## src/rtl/switch_alloc_main_pkg.sv

```systemverilog
// switch_alloc_main_pkg: shared widths, port indices and arbitration helpers
//   N        number of router ports
//   DW       flit data width
//   PW       width of a port index
//   port_e   port index constants (local/N/E/S/W)
package switch_alloc_main_pkg;
   localparam int N = 5;
   localparam int DW = 32;
   localparam int PW = 3;
   typedef enum logic [PW-1:0] {P0 = 3'd0, P1 = 3'd1, P2 = 3'd2, P3 = 3'd3, P4 = 3'd4} port_e;
   // keeps only the lowest set bit; multi-hot requests collapse to it
   function automatic logic [N-1:0] low_bit(input logic [N-1:0] r);
      logic [N-1:0] g;
      g = '0;
      for (int k = N - 1; k >= 0; k--)
         if (r[k]) begin
            g = '0;
            g[k] = 1'b1;
         end
      return g;
   endfunction
   // first set bit of r in the order p, p+1, ... wrapping mod N;
   // walking the order backwards lets the earliest hit overwrite later ones
   function automatic logic [N-1:0] rr_pick(input logic [N-1:0] r, input logic [PW-1:0] p);
      logic [N-1:0] g;
      logic [PW-1:0] idx;
      g = '0;
      for (int k = N - 1; k >= 0; k--) begin
         idx = PW'((int'(p) + k) % N);
         if (r[idx]) begin
            g = '0;
            g[idx] = 1'b1;
         end
      end
      return g;
   endfunction
   function automatic logic [PW-1:0] oh_index(input logic [N-1:0] g);
      logic [PW-1:0] i;
      i = '0;
      for (int k = 0; k < N; k++)
         if (g[k]) i = PW'(k);
      return i;
   endfunction
   function automatic logic [PW-1:0] next_ptr(input logic [PW-1:0] i);
      return (i == PW'(N - 1)) ? '0 : i + PW'(1);
   endfunction
endpackage

```

## src/rtl/switch_alloc_main_if.sv

```systemverilog
// switch_alloc_main_if: input-port/allocator handshake bundle
//   req_from_p[i]   one-hot output-port request of input port i (0 = none)
//   tail_from_p[i]  requested flit of input i is a tail
//   credit_avail[j] output j has a downstream credit
//   grant_to_p[i]   input i granted this cycle (combinational)
//   sel_for_op[j]   registered one-hot input select for output j
//   master: input-port side, slave: allocator side
interface switch_alloc_main_if;
   import switch_alloc_main_pkg::*;
   logic [N-1:0][N-1:0] req_from_p;
   logic [N-1:0] tail_from_p;
   logic [N-1:0] credit_avail;
   logic [N-1:0] grant_to_p;
   logic [N-1:0][N-1:0] sel_for_op;
   modport master (output req_from_p, tail_from_p, credit_avail, input grant_to_p, sel_for_op);
   modport slave (input req_from_p, tail_from_p, credit_avail, output grant_to_p, sel_for_op);
endinterface

```

## src/rtl/switch_alloc_main_rr_arbiter_lock.sv

```systemverilog
// rr_arbiter_lock: per-output round-robin arbiter with wormhole lock
//   clk, rstn  clock, async active-low reset
//   req        per-input request for this output
//   tail       per-input tail flag of the requested flit
//   credit     this output has a downstream credit
//   gnt        one-hot grant (combinational, zero while in reset)
module rr_arbiter_lock
   import switch_alloc_main_pkg::*;
(
   input  logic         clk,
   input  logic         rstn,
   input  logic [N-1:0] req,
   input  logic [N-1:0] tail,
   input  logic         credit,
   output logic [N-1:0] gnt
);
   logic [PW-1:0] ptr;
   logic [PW-1:0] lock_idx;
   logic [PW-1:0] gidx;
   logic lock_v;
   logic [N-1:0] lock_mask;
   logic [N-1:0] elig;
   // a held lock masks everyone but the owner; the RR search then finds it or nothing
   always_comb begin
      lock_mask = '0;
      lock_mask[lock_idx] = 1'b1;
      elig = lock_v ? (req & lock_mask) : req;
      gnt = (credit && rstn) ? rr_pick(elig, ptr) : '0;
      gidx = oh_index(gnt);
   end
   always_ff @(posedge clk or negedge rstn)
      if (!rstn) begin
         ptr <= '0;
         lock_v <= 1'b0;
         lock_idx <= '0;
      end else if (|gnt) begin
         ptr <= next_ptr(gidx);
         lock_v <= !tail[gidx];
         lock_idx <= gidx;
      end
endmodule

```

## src/rtl/switch_alloc_main.sv

```systemverilog
// switch_alloc_main: output-side switch allocator for the 5-port router
//   clk, rstn  clock, async active-low reset
//   bus        switch_alloc_main_if.slave: requests/tails/credits in,
//              combinational grants and registered crossbar selects out
module switch_alloc_main
   import switch_alloc_main_pkg::*;
(
   input  logic clk,
   input  logic rstn,
   switch_alloc_main_if.slave bus
);
   logic [N-1:0] req_op [N];
   logic [N-1:0] gnt_op [N];
   // transpose per-input one-hot requests into per-output request vectors
   always_comb begin
      logic [N-1:0] low;
      low = '0;
      for (int j = 0; j < N; j++) req_op[j] = '0;
      for (int i = 0; i < N; i++) begin
         low = low_bit(bus.req_from_p[i]);
         for (int j = 0; j < N; j++) req_op[j][i] = low[j];
      end
   end
   for (genvar j = 0; j < N; j++) begin : g_arb
      rr_arbiter_lock u_arb (
         .clk    (clk),
         .rstn   (rstn),
         .req    (req_op[j]),
         .tail   (bus.tail_from_p),
         .credit (bus.credit_avail[j]),
         .gnt    (gnt_op[j])
      );
   end
   always_comb begin
      bus.grant_to_p = '0;
      for (int j = 0; j < N; j++) bus.grant_to_p = bus.grant_to_p | gnt_op[j];
   end
   always_ff @(posedge clk or negedge rstn)
      if (!rstn) bus.sel_for_op <= '0;
      else for (int j = 0; j < N; j++) bus.sel_for_op[j] <= gnt_op[j];
endmodule

```

## src/flat_wrapper.sv

```systemverilog
// flat-port wrapper written by rule: the top's interface ports become plain ports
module switch_alloc_main_flat import switch_alloc_main_pkg::*;
  (clk, rstn, bus_req_from_p, bus_tail_from_p, bus_credit_avail, bus_grant_to_p, bus_sel_for_op);
  switch_alloc_main_if bus_i ();
  input  logic clk;
  input  logic rstn;
  input wire logic [$bits(bus_i.req_from_p)-1:0] bus_req_from_p;
  input wire logic [$bits(bus_i.tail_from_p)-1:0] bus_tail_from_p;
  input wire logic [$bits(bus_i.credit_avail)-1:0] bus_credit_avail;
  output wire logic [$bits(bus_i.grant_to_p)-1:0] bus_grant_to_p;
  output wire logic [$bits(bus_i.sel_for_op)-1:0] bus_sel_for_op;
  assign bus_i.req_from_p = bus_req_from_p;
  assign bus_i.tail_from_p = bus_tail_from_p;
  assign bus_i.credit_avail = bus_credit_avail;
  assign bus_grant_to_p = bus_i.grant_to_p;
  assign bus_sel_for_op = bus_i.sel_for_op;
  switch_alloc_main u_core (.clk(clk), .rstn(rstn), .bus(bus_i));
endmodule
```

## config.mk

```make
export PLATFORM = sky130hd
export DESIGN_NAME = switch_alloc_main_flat
export DESIGN_NICKNAME = d
export VERILOG_FILES = /design/src/rtl/switch_alloc_main_pkg.sv /design/src/rtl/switch_alloc_main_if.sv /design/src/rtl/switch_alloc_main_rr_arbiter_lock.sv /design/src/rtl/switch_alloc_main.sv /design/src/flat_wrapper.sv
export SDC_FILE = /design/constraint.sdc
export NUM_CORES = 1
export LEC_CHECK = 0
export BUFFER_PORTS_ARGS = -buffer_cell sky130_fd_sc_hd__buf_2
export CORE_AREA = 2 2 193 195
export DETAILED_ROUTE_END_ITERATION = 16
export DIE_AREA = 0 0 195 197
export PLACE_DENSITY = 0.56
export SETUP_SLACK_MARGIN = 0.5
export SLEW_MARGIN = 20
export SYNTH_ARGS = -nofsm -noshare
export SYNTH_HDL_FRONTEND = slang
export SYNTH_SLANG_ARGS = --single-unit
```

## constraint.sdc

```tcl
create_clock -name clk -period 7.2 [get_ports clk]
set_input_delay 2.16 -clock clk [delete_from_list [all_inputs] [get_ports clk]]
set_output_delay 2.16 -clock clk [all_outputs]
set_load 0.005 [all_outputs]
```

==> summary.txt <==
Status
  – Status: finished, final reports clean

Final layout
  – Fillers: 3669
  – Post-route cell area: 15000 sq um
  – Post-layout net count: 1899
  – Reg area: 1510 sq um
  – Proportion of layout cells with a drive suffix above 1: 27.0%
  – Area of the multi-input gates: 10500 sq um
  – Area growth syn-to-layout: 26.3%

STA
  – Hold Fails Final Rpt: 0
  – Clock Skews: 0.00533 ns
  – Final period util: 98.3%
  – Slew of the pin with the lowest slew margin: 0.880 ns
  – Final setup violation count: 0
  – Fmax achieved: 0.141 GHz
  – Tmin final: 7.08 ns
  – Worst hold margin: 0.588 ns
  – RSZ-0062 raised after global routing: yes
  – Max_slew headroom: 41.2%
  – Slew Limit Fails: 0

Floorplan
  – Die W: 195 um
  – Core outline area: 36300 sq um
  – Ports: 67
  – Die height: 197 um
  – FP Rows: 70
  – Die ar.: 38400 sq um
  – Initial core utilization: 32.7%

Synthesis
  – Post-synth cell types: 116
  – Yosys reg bits: 60
  – Post-synth EDFFs: 0
  – Cell Area, Synth: 11900 sq um
  – Top cell type's share of synthesized area: 13.0%
  – Top FF cell, synth: dfrtp_1
  – Post-Syn Area per Cell: 7.57 sq um
  – Most common cell in the netlist: ha_1
  – Synth area leader: ha_1
  – Sequential element share of the synthesized area: 12.7%
  – Commonest cells post-synth: ha_1 (123), inv_1 (118), nand2_1 (111)
  – Synth top area cells: ha_1 (13%), dfrtp_1 (13%), a21oi_1 (4.0%)
  – YS warnings: 0
  – Syn_nets: 1730
  – Syn Inst Count: 1568
  – Async set or reset register ratio after synthesis: 100%

Run
  – Max cap viols: 0

Route
  – Total number of vias: 13200
  – Drt drc: 0
  – Via/cell ratio: 5.97
  – DR iter-0 viols: 1028
  – Drt first pass iters: 5
  – ANT nets after route: 0
  – Final Routed Wirelength: 42300 um
  – Wire per inst: 19.1 um

Global route
  – Grt met3 use: 2.22%
  – Grt total ovfl: 0
  – GRT met1 Usage: 28.0%
  – Grt met2 use: 35.8%
  – Largest net degree at the start of global routing: 40
  – Busiest layer in global routing: met2
  – GRT Total Usage: 21.2%
  – Number of antenna violations at the first check in global routing: 1
  – First-pass GRT wire length: 66400 um
  – Number of global-route vias before repair: 12400

Clock network
  – CTS tree: done
  – CTS Sinks: 60
  – Clk pin slew, worst setup/hold paths: 0.06 ns
  – Clock Root Buffer: clkbuf_16
  – Cts hold-fix bufs: 0
  – Skew-Pair Late Insertion Delay: 0.33 ns
  – TritonCTS buffer count: 9
  – Clock Path Buffers: 2
  – H-Tree Depth: 3

Setup path
  – CP arrival: 4.92 ns
  – Critical Path, Cell by Cell: buf_6 > or3_4 > a2111oi_4 > nand3_1 > o2111a_1 > or4_4 > a22o_4 > a211oi_4 > a211o_1 > inv_2 > nor3_4 > nand3_2 > buf_2
  – Worst-path fanout max: 4
  – Critical path depth: 13
  – Worst path max stage delay: 0.51 ns
  – Worst path top cell family by delay: simple AND/OR/NAND/NOR gates
  – R2R cell count: 29
  – Crit. End Element: primary output
  – Buffer and inverter count on the worst path: 3
  – Critical Path Slowest Stage Cell: or4_4
  – Crit start category: input pin
  – CP required: 5.04 ns
  – Worst setup path class: in -> out

Placement
  – IO Port Bufs: 66
  – Detailed Place HPWL: 33200 um
  – RePlAce Congestion: 0.998
  – Placed inst area: 13600 sq um

Worst hold path
  – Worst hold path depth: 1
  – HP Class: reg -> reg
==> routing by layer <==
metal  vias up  share of wire [%]
met5         -                  0
met4         0                3.9
met3        81                5.3
met2       414                 46
met1      6352                 44
li1       6364                  -
==> area by class of cell <==
class,count,area share [%]
repair buffers,223,10.4
inverters,129,3.36
multi-input cells,1314,70.2
well taps,468,3.91
flip-flops and latches,60,10.1
clock buffers,9,1.50
clock inverters,7,0.501
diodes,2,0.0334
==> sequential cells by signal, indices dropped and copies added, names as in the netlist <==
register	flops
u_core.g_arb.u_arb.lock_v	5
u_core.g_arb.u_arb.ptr	15
u_core.bus.sel_for_op	25
u_core.g_arb.u_arb.lock_idx	15
==> placed cells by master (no fill, tap or decap), types with 23 or more instances in the layout <==
| cell | count |
|---|---|
| nand2b_1 | 30 |
| nand3_1 | 39 |
| mux2i_1 | 26 |
| nand2_1 | 111 |
| o211ai_1 | 26 |
| inv_1 | 105 |
| o21ai_0 | 69 |
| dfrtp_1 | 53 |
| nor3_1 | 44 |
| buf_4 | 152 |
| ha_1 | 99 |
| a211o_1 | 24 |
| xnor2_1 | 23 |
| a21oi_1 | 92 |
| a31oi_1 | 25 |
| buf_2 | 62 |
| nor2_1 | 97 |
==> logic make-up after synthesis <==
group	Yosys count	synth area share, %
muxes	40	3.51
DFF	60	12.7
and+or+nand+nor	543	24.8
AOI/OAI and AO/OA	572	36.7
xor gates and xnor gates	34	2.70
buffers and inverters	194	6.33
adders and majority gates	125	13.3
==> repair_timing <==
item / CTS / global route
gates cloned: 0 / 1
setup buffers: 23 / 20
pin swaps: 30 / 32
gates resized for setup: 58 / 112
endpoints found under the setup margin: 5 / 5
endpoints found under the hold margin: 0 / 0
==> stage by stage <==
stage                     setup TNS [ns]  worst slack, ns  instances  util (%)
after floorplan                        0            0.502       1568         -
after global placement           -0.0104          -0.0104       2150      37.4
after detailed placement          -0.157          -0.0910       2150      37.4
after CTS                              0           0.0635       2189      39.5
after global routing             -0.0261          -0.0143       2210      41.3
final                                  0            0.121       2212      41.3
==> final timing paths <==
check,endpoint,slack [ns],startpoint
setup / recovery,bus_grant_to_p[2],0.12,bus_req_from_p[11]
hold / removal,u_core.g_arb[2].u_arb.lock_idx[2],0.59,u_core.g_arb[2].u_arb.lock_idx[2]
setup reg to reg,u_core.g_arb[4].u_arb.lock_idx[0],1.94,u_core.g_arb[4].u_arb.ptr[0]
hold reg to reg,u_core.g_arb[2].u_arb.lock_idx[2],0.59,u_core.g_arb[2].u_arb.lock_idx[2]
max in group asynchronous,u_core.g_arb[2].u_arb.ptr[2],4.72,rstn
min in group asynchronous,u_core.bus.sel_for_op[22],1.75,rstn
==> worst reg2reg max path: cells and delay by family (launching register included) <==
kind	cells	cell delay, ns
AO/OA/AOI/OAI	8	1.74
adder cells (fa/ha/maj)	4	0.78
buffers and inverters	11	1.21
flip-flops	1	0.43
AND/OR/NAND/NOR	6	0.99
Power is not shown: default switching activity piles up to over one toggle a cycle in this logic, so the estimate is an artifact.
